`src/rtl/wb_stage.sv`:
```
// wb_stage: registered MEM/WB boundary feeding the register file write port.
// Aligns and extends load data. Suppresses writes to x0 and writes for
// misaligned or reserved-type loads. Counts retired instructions.
// Optional macro WB_FWD_EN adds two same-cycle forwarding read ports that
// expose the value currently being written.
module wb_stage #(
  parameter int WORD_WIDTH  = 32,
  parameter int REG_NUM_LOG = 5
) (
  input  logic                   clk,
  input  logic                   rst,
  input  logic                   inValid,
  input  logic                   flush,
  input  logic                   inWriteEnable,
  input  logic [REG_NUM_LOG-1:0] inWriteAddr,
  input  logic                   inMemToReg,
  input  logic [WORD_WIDTH-1:0]  inAluValue,
  input  logic [WORD_WIDTH-1:0]  inMemData,
  input  logic [2:0]             inLoadType,
  input  logic [1:0]             inByteOffset,
  output logic                   writeEnable,
  output logic [REG_NUM_LOG-1:0] writeAddr,
  output logic [WORD_WIDTH-1:0]  writeValue,
  output logic                   misalign,
  output logic [31:0]            retireCount
`ifdef WB_FWD_EN
  ,
  input  logic [REG_NUM_LOG-1:0] fwdAddr1,
  input  logic [REG_NUM_LOG-1:0] fwdAddr2,
  output logic                   fwdHit1,
  output logic                   fwdHit2,
  output logic [WORD_WIDTH-1:0]  fwdValue1,
  output logic [WORD_WIDTH-1:0]  fwdValue2
`endif
);

  // Load type encodings; 5..7 are reserved and treated as faulting loads.
  typedef enum logic [2:0] {
    LD_W  = 3'd0,
    LD_H  = 3'd1,
    LD_HU = 3'd2,
    LD_B  = 3'd3,
    LD_BU = 3'd4
  } loadType_t;

  logic                  cap;
  logic                  bad;
  logic                  loadBad;
  logic [7:0]            byteSel;
  logic [15:0]           halfSel;
  logic [WORD_WIDTH-1:0] loadValue;

  assign cap = inValid & ~flush;
  assign bad = inMemToReg & loadBad;

  // Select byte and halfword lanes from the little-endian memory word.
  always_comb begin
    // NOTE: every combinational output gets a default first so no path leaves
    // it unassigned; an unassigned path would infer a latch.
    byteSel = inMemData[7:0];
    halfSel = inByteOffset[1] ? inMemData[31:16] : inMemData[15:0];
    case (inByteOffset)
      2'd0: byteSel = inMemData[7:0];
      2'd1: byteSel = inMemData[15:8];
      2'd2: byteSel = inMemData[23:16];
      2'd3: byteSel = inMemData[31:24];
      default: byteSel = inMemData[7:0];
    endcase
  end

  // Extend the selected lane and flag misaligned or reserved load types.
  always_comb begin
    loadValue = inMemData;
    loadBad   = 1'b0;
    case (inLoadType)
      LD_W: begin
        loadValue = inMemData;
        loadBad   = (inByteOffset != 2'd0);
      end
      LD_H: begin
        loadValue = {{(WORD_WIDTH-16){halfSel[15]}}, halfSel};
        loadBad   = inByteOffset[0];
      end
      LD_HU: begin
        loadValue = {{(WORD_WIDTH-16){1'b0}}, halfSel};
        loadBad   = inByteOffset[0];
      end
      LD_B:  loadValue = {{(WORD_WIDTH-8){byteSel[7]}}, byteSel};
      LD_BU: loadValue = {{(WORD_WIDTH-8){1'b0}}, byteSel};
      default: loadBad = 1'b1;
    endcase
  end

  // MEM/WB pipeline register and retire counter.
  always_ff @(posedge clk or posedge rst) begin
    // NOTE: sequential state uses non-blocking assignments so every register
    // samples the pre-edge values, independent of statement order.
    if (rst) begin
      writeEnable <= 1'b0;
      writeAddr   <= '0;
      writeValue  <= '0;
      misalign    <= 1'b0;
      retireCount <= '0;
    end else if (cap) begin
      writeAddr   <= inWriteAddr;
      writeValue  <= inMemToReg ? loadValue : inAluValue;
      misalign    <= bad;
      writeEnable <= inWriteEnable & (inWriteAddr != '0) & ~bad;
      retireCount <= retireCount + 32'd1;
    end else begin
      writeEnable <= 1'b0;
      misalign    <= 1'b0;
    end
  end

`ifdef WB_FWD_EN
  // Bypass the value being written this cycle to decode's read ports.
  always_comb begin
    fwdHit1   = writeEnable & (writeAddr == fwdAddr1);
    fwdHit2   = writeEnable & (writeAddr == fwdAddr2);
    fwdValue1 = fwdHit1 ? writeValue : '0;
    fwdValue2 = fwdHit2 ? writeValue : '0;
  end
`endif

endmodule
```
`config.mk`:
```
export PLATFORM = sky130hd
export DESIGN_NAME = wb_stage
export DESIGN_NICKNAME = d
export VERILOG_FILES = /design/src/rtl/wb_stage.sv
export SDC_FILE = /design/constraint.sdc
export NUM_CORES = 1
export LEC_CHECK = 0
export ABC_AREA = 1
export ABC_CLOCK_PERIOD_IN_PS = 2400
export CELL_PAD_IN_SITES_DETAIL_PLACEMENT = 1
export CELL_PAD_IN_SITES_GLOBAL_PLACEMENT = 1
export CORE_ASPECT_RATIO = 1.2
export CORE_MARGIN = 5
export CORE_UTILIZATION = 32
export CTS_BUF_LIST = sky130_fd_sc_hd__clkbuf_8
export DETAILED_ROUTE_END_ITERATION = 12
export PLACE_DENSITY_LB_ADDON = 0.3
export SYNTH_ARGS = -nofsm -noshare
export SYNTH_HDL_FRONTEND = slang
export SYNTH_SLANG_ARGS = --single-unit
```
`constraint.sdc`:
```
create_clock -name clk -period 2.4 [get_ports clk]
set_input_delay 0.48 -clock clk [delete_from_list [all_inputs] [get_ports clk]]
set_output_delay 0.48 -clock clk [all_outputs]
set_load 0.02 [all_outputs]
```
==> Implementation_results.wiki <==
{| class="wikitable"
! Metric !! Value
|-
| Count of unresolved DRC violations after routing || 0
|-
| Critical path buffers and inverters || 1
|-
| WL final || 16750 µm
|-
| Post-synth design cell area || 0.004517 mm²
|-
| Global-route wire length before repair || 27300 µm
|-
| Number of cells after detailed placement || 997
|-
| Number of instances in the synthesized netlist || 687
|-
| Dominant delay contributor by cell family on the critical path || buffers and inverters
|-
| Worst Setup End Kind || output pin
|-
| Leakage dissipation || 3.056 nW
|-
| Buffers inserted during post-CTS setup optimization || 0
|-
| Share of layout cells above drive strength 1 || 0.06295
|-
| Final-layout setup total negative slack || 0 ns
|-
| Critical path's slowest cell || sky130_fd_sc_hd__clkdlybuf4s50_1
|-
| Total routing usage reported by global routing || 0.2018
|-
| Initial Util || 0.3268
|-
| Net Count, Synth || 768
|-
| Number of fill cells || 1784
|-
| 1st-pass router iterations || 4
|-
| Prevailing post-synth register cell || sky130_fd_sc_hd__dfrtp_1
|-
| Cell at the root of the clock tree || sky130_fd_sc_hd__clkbuf_8
|-
| Worst slack at placement || 0.1302 ns
|-
| Share of the clock period used by the worst path after layout || 0.8354
|-
| Final hold violation count || 0
|-
| Top fanout value on the critical path || 7
|-
| Row cnt || 47
|-
| Weighted congestion reported at the end of routability-driven placement || 0.9003
|-
| Highest clock rate || 498.7 MHz
|-
| Grt total ovfl || 0
|-
| Core footprint || 0.01382 mm²
|-
| Run status || complete, no violations
|-
| Area added between synthesis and finish || 43.38%
|-
| Yosys top cell area share || 0.3934
|-
| Warnings from Yosys || 0
|-
| Count of flip-flops with a built-in enable after synthesis || 0
|-
| Number of nets in the layout || 918
|-
| Final core occ || 0.4686
|-
| Fin crit period || 2.005 ns
|-
| Synthesized-area fraction occupied by and/or/nand/nor cells || 0.4363
|-
| Vias per cell || 4.933
|-
| Non-filler instance count after layout || 1013
|-
| Data arrival at the endpoint of the critical path || 1.53 ns
|-
| Number of DRC markers after the initial detailed-route iteration || 224
|-
| #FFs+latches synth || 71
|-
| Transition time at the pin with the least slew margin || 0.6888 ns
|-
| Power per Cell Area || 577.6 mW/mm²
|-
| Number of instances resized during post-cts repair || 0
|-
| FF+latch area || 0.001777 mm²
|-
| Flop pwr share || 0.391
|-
| Total Power || 3.741 mW
|-
| Post-synthesis share of cell area spent on xor and xnor gates || 0.03684
|-
| Post-synthesis compound-gate area fraction || 0.05900
|-
| DIE WIDTH || 118.5 µm
|-
| Cell type with the highest aggregate area in the netlist || sky130_fd_sc_hd__dfrtp_1
|-
| Initial antenna violation count || 0
|-
| Vias in the first global route || 5411
|-
| Worst Setup Slack, final || 0.3950 ns
|-
| Layout Skew || 0.009367 ns
|-
| Combinational Power Share || 0.312
|-
| Portion of netlist area occupied by mux cells || 0
|-
| Power share of the clock group || 0.298
|-
| Req. time, crit path || 1.92 ns
|-
| Vias after detailed routing || 4997
|-
| Die Span Y || 140.1 µm
|-
| Antenna Diode Count || 0
|-
| Clock transition at the registers of the reported paths || 0.08 ns
|-
| RSZ-0062 raised after global routing || false
|-
| Sequential element share of the synthesized area || 0.3934
|-
| Post-synthesis adder-cell area fraction || 0.002770
|-
| Sw power || 1.234 mW
|-
| Number of buffers between clock root and the deepest sink || 2
|-
| Internal Pwr Total || 2.507 mW
|-
| Post-route ant nets || 0
|-
| # clock sinks || 71
|-
| Combinational family with the most area after synthesis || simple AND/OR/NAND/NOR gates
|-
| Multi-input gate area in the final layout || 0.002419 mm²
|-
| TritonCTS clock tree || yes
|-
| Highest cell delay on the worst timing path || 0.68 ns
|-
| Rel. slew slack || 0.5408
|-
| Final Max Slew Viols || 0
|-
| PortBufs || 150
|-
| Synthesized area per cell || 6.575 µm²
|-
| Cell breakdown of the critical path || clkdlybuf4s50_1
|-
| Synth cell types || 32
|-
| Total die area || 0.01660 mm²
|-
| Skew-Pair Late Insertion Delay || 0.35 ns
|-
| IR Drop Worst-Case VDD || 0.0003192 V
|-
| I/O pins || 151
|-
| Number of buffers added by the clock tree synthesis step || 9
|-
| Cell types with the largest area share after synthesis || sky130_fd_sc_hd__dfrtp_1 39%, sky130_fd_sc_hd__nand2_1 21%, sky130_fd_sc_hd__nor2_1 10%
|-
| Switching portion of total power || 0.3298
|-
| Total setup violations reported at the end of the flow || 0
|-
| CP startpoint kind || register
|-
| Final HPWL from detailed placement || 13570 µm
|-
| H-tree depth || 3
|-
| Hold Path Class || in2async
|-
| Avg WL per Cell || 16.54 µm
|-
| Max-cap viol count || 0
|-
| Pin count of the biggest net entering global routing || 68
|-
| Kind of critical path || reg2out
|-
| Share of flip-flops with an asynchronous set or reset after synthesis || 1.000
|-
| Number of buffers inserted for hold repair after clock tree synthesis || 0
|}
-- state kept, by name, indices dropped and copies added (netlist names) --
name	count
writeEnable	1
writeValue	32
retireCount	32
misalign	1
writeAddr	5
-- through the flow --
stage | area (µm²) | hold WS [ns]
final | 6476 | 0.4525
after global placement | 6252 | 0.4673
after floorplan | 4517 | 0.5896
after CTS | 6476 | 0.4547
after global routing | 6476 | 0.4634
after detailed placement | 6252 | 0.4693
-- synth_stat cells, drive strengths merged (2+ instances only) --
| cell | number |
|---|---|
| buf | 13 |
| nor3 | 5 |
| clkinv | 2 |
| xor2 | 14 |
| a21oi | 23 |
| nand4 | 6 |
| o21ai | 21 |
| or2 | 3 |
| o211ai | 5 |
| nand3b | 7 |
| inv | 51 |
| nor2 | 130 |
| clkbuf | 12 |
| nand3 | 63 |
| dfrtp | 71 |
| xnor2 | 5 |
| nand2 | 252 |
-- layout make-up --
| cell class | instances | share of cell area |
|---|---|---|
| Clock buffer | 11 | 0.02338 |
| Clock inverter | 5 | 0.01121 |
| Inverter | 53 | 0.03072 |
| Multi-Input combinational cell | 538 | 0.3735 |
| Sequential cell | 71 | 0.2743 |
| Tap cell | 171 | 0.03304 |
| Timing Repair Buffer | 164 | 0.2539 |
-- logic make-up (layout without fill, tap and decap cells) --
logic type / count (synthesis) / count (layout)
xor+xnor: 19 / 19
simple gates: 468 / 468
flops: 71 / 71
buf+inv: 78 / 233
compound gates: 50 / 50
fa+ha+maj: 1 / 1
-- power groups by stage --
stage | logic [mW] | registers (mW) | clock network (mW)
after CTS | 1.19 | 1.46 | 1.15
after floorplan | 0.397 | 1.64 | 0
final | 1.17 | 1.46 | 1.11
after global routing | 1.27 | 1.48 | 1.19
after detailed placement | 1.18 | 1.49 | 0
after global placement | 1.16 | 1.48 | 0
-- placed cells by master (no fill, tap or decap), types with 2 or more instances in the layout --
master                            instances
sky130_fd_sc_hd__nor2_2                   8
sky130_fd_sc_hd__or2_2                    3
sky130_fd_sc_hd__clkinv_1                 2
sky130_fd_sc_hd__nor3_1                   4
sky130_fd_sc_hd__clkbuf_8                11
sky130_fd_sc_hd__o211ai_1                 5
sky130_fd_sc_hd__clkdlybuf4s50_1        150
sky130_fd_sc_hd__nor2_1                 120
sky130_fd_sc_hd__xnor2_1                  5
sky130_fd_sc_hd__nand3_1                 62
sky130_fd_sc_hd__nor2_4                   2
sky130_fd_sc_hd__buf_4                   11
sky130_fd_sc_hd__inv_2                    4
sky130_fd_sc_hd__inv_1                   49
sky130_fd_sc_hd__xor2_1                  14
sky130_fd_sc_hd__a21oi_1                 23
sky130_fd_sc_hd__o21ai_0                 21
sky130_fd_sc_hd__nand4_1                  5
sky130_fd_sc_hd__buf_12                   3
sky130_fd_sc_hd__dfrtp_1                 71
sky130_fd_sc_hd__nand2_1                247
sky130_fd_sc_hd__bufinv_16                2
sky130_fd_sc_hd__nand3b_1                 7
sky130_fd_sc_hd__nand2_2                  4
-- per-layer routing --
metal / part of all wire / track usage / routed length (µm)
met1: 0.40 / 0.2259 / 6717
met2: 0.53 / 0.3769 / 8840
met3: 0.048 / 0.03387 / 800
met4: 0.024 / 0.08119 / 395
met5: 0 / 0 / 0
-- worst paths after layout --
path	start	to	slack, ns	cells past startpoint
worst max-delay path	retireCount[27]	retireCount[27]	0.39	1
worst min-delay path	rst	writeValue[3]	0.45	2
worst max register to register	retireCount[1]	retireCount[26]	0.63	10
worst min register to register	writeValue[18]	writeValue[18]	0.48	2
max in group asynchronous	rst	retireCount[5]	1.43	3
min in group clk	writeValue[18]	writeValue[18]	0.48	2
No activity file was read; power rests on OpenSTA's default activity.
==> variant (same settings) <==
The option `WB_FWD_EN` is turned on by a define.
--- a/src/rtl/wb_stage.sv
+++ b/src/rtl/wb_stage.sv
@@ -3,6 +3,8 @@
 // misaligned or reserved-type loads. Counts retired instructions.
 // Optional macro WB_FWD_EN adds two same-cycle forwarding read ports that
 // expose the value currently being written.
+`define WB_FWD_EN
+
 module wb_stage #(
   parameter int WORD_WIDTH  = 32,
   parameter int REG_NUM_LOG = 5
Ports: changed (6 added); port bits go from 151 to 227. No check against the original RTL was run, so the function may have changed too.
==> variant against the unedited design <==
The run now ends with negative setup slack left. Via count up 19%. Sequential cell count unchanged. Worst setup slack worse by 0.41 ns. Synthesized area up 12%. Wire length up 29%. Cell count up 22%. Synthesized cell count up 16%. Final area up 23%. Total power up 3.7%. Register-to-register slack better by 0.13 ns. Critical endpoint is now fwdValue2[18]. Highest routed layer unchanged.
==> variant: results (changes against the unedited design) <==
Run status
  – Run status: finished with violations
  – Failing checks: negative setup slack

STA
  – Fin Setup TNS: -0.01969 ns (-0.01969 ns)
  – Final setup violation count: 1 (+1)
  – Worst-Margin Slew: 0.6250 ns (-0.06381 ns)
  – Clock skew: 0.01054 ns (+0.001177 ns)
  – Setup slack after layout: -0.01969 ns (-0.4147 ns)

Placed design
  – GPL Wtd Cong: 0.8870 (-1.5%)
  – Placement Setup Slack: -0.4799 ns (-0.6101 ns)
  – Final HPWL DP: 16.13 mm (+19%)
  – Port Buffers: 226 (+51%)

Cells and area
  – Share of cells above drive strength 1: 19.07% (+13 points)
  – # fillers: 1973 (+11%)
  – Sequential Area: 0.001779 mm2 (+0.14%)
  – NumNets Final: 1115 (+21%)

Power and ir drop
  – P_int: 0.002427 W (-3.2%)
  – Leak: 3.862 nW (+26%)
  – Maximum vdd drop: 0.1953 mV (-39%)

Drt
  – Post-DR vias/cell: 4.807 (-2.6%)
  – Total wire length: 21.65 mm (+29%)
  – Drt initial violations: 240 (+7.1%)

Synthesis
  – Net count after synthesis: 891 (+16%)
  – Post-synthesis sequential area ratio: 35.03% (-4.3 points)
  – Synth unique cells: 33 (+3.1%)

Setup path
  – Arr. time, crit path: 1.94 ns (+0.41 ns)
  – Family with the most delay on the worst path: simple AND/OR/NAND/NOR gates
  – Max incr delay on CP: 0.45 ns (-0.23 ns)

CTS
  – Clk_lat worst skew: 0.37 ns (+0.02 ns)

Global route
  – GRT Total Usage: 21.97% (+1.8 points)
  – Global-route wire length before repair: 32.51 mm (+19%)
  – Vias in the first global route: 6196 (+15%)
  – Largest net degree at the start of global routing: 58 (-15%)
## variant: cell count changes in the layout (fill, tap and decap cells not counted), moves of 6 or more
cell            unedited run  this run
buf_4                     11        64
nand3_1                   62        21
nand2_1                  247       285
nor2_2                     8        42
inv_1                     49        70
o21ai_0                   21        34
nor2_1                   120       108
o21ai_1                    0        12
nor2_4                     2        13
buf_6                      0        10
dlymetal6s2s_1             0         9
xnor2_1                    5        14
nand3_2                    1         8
a21oi_1                   23        29
## variant: layout make-up
| class | instances | share of cell area, % |
|---|---|---|
| clock buffers | 9 | 1.549 |
| clock inverters | 6 | 0.7979 |
| inverters | 78 | 3.661 |
| multi-input cells | 617 | 37.77 |
| flip-flops and latches | 71 | 22.25 |
| well taps | 208 | 3.254 |
| repair buffers | 247 | 30.73 |
## variant: what timing repair did
item | 4_1_cts | 5_1_grt
hold endpoints to repair | 0 | 0
setup buffers | 0 | 1
endpoints found under the setup margin | 66 | 66
cloned | 2 | 3
pin swaps | 2 | 6
resized for setup | 306 | 114
## variant: power groups by stage
stage	registers, W	clock network (W)	logic (W)
final	0.00153	0.000964	0.00138
after global routing	0.00156	0.00103	0.00150
after CTS	0.00153	0.000993	0.00135
after detailed placement	0.00155	0	0.00134
after global placement	0.00155	0	0.00131
after floorplan	0.00170	0	0.000508
## variant: final timing paths
path,from,to,slack (ns),depth (start not counted)
max in group asynchronous,rst,writeValue[11],1.40,3
worst min-delay path,rst,retireCount[3],0.44,2
worst min register to register,writeValue[4],writeValue[4],0.51,2
worst max register to register,retireCount[1],retireCount[30],0.76,10
worst max-delay path,writeAddr[4],fwdValue2[18],-0.02,6
min in group clk,writeValue[4],writeValue[4],0.51,2
## variant: through the flow
step,cells,hold WS (ns),power (W)
floorplan,800,0.5896,0.002205
global placement,1215,0.4928,0.002866
detailed placement,1215,0.4983,0.002893
CTS,1232,0.4485,0.003875
global route,1236,0.4757,0.004097
finish,1236,0.4377,0.003880
## variant: cells by family after synthesis
| logic type | count (synthesis) | share of synthesized area [%] |
|---|---|---|
| AOI/OAI and AO/OA | 82 | 8.338 |
| DFF | 71 | 35.03 |
| adders and majority gates | 1 | 0.2466 |
| xor gates and xnor gates | 26 | 4.489 |
| buffers and inverters | 112 | 9.497 |
| and+or+nand+nor | 508 | 42.40 |
## variant: metal layers
layer	wire length (um)	GRT usage [%]
met5	0	0
met4	814	8.623
met3	858	3.795
met2	11650	41.56
met1	8321	24.38
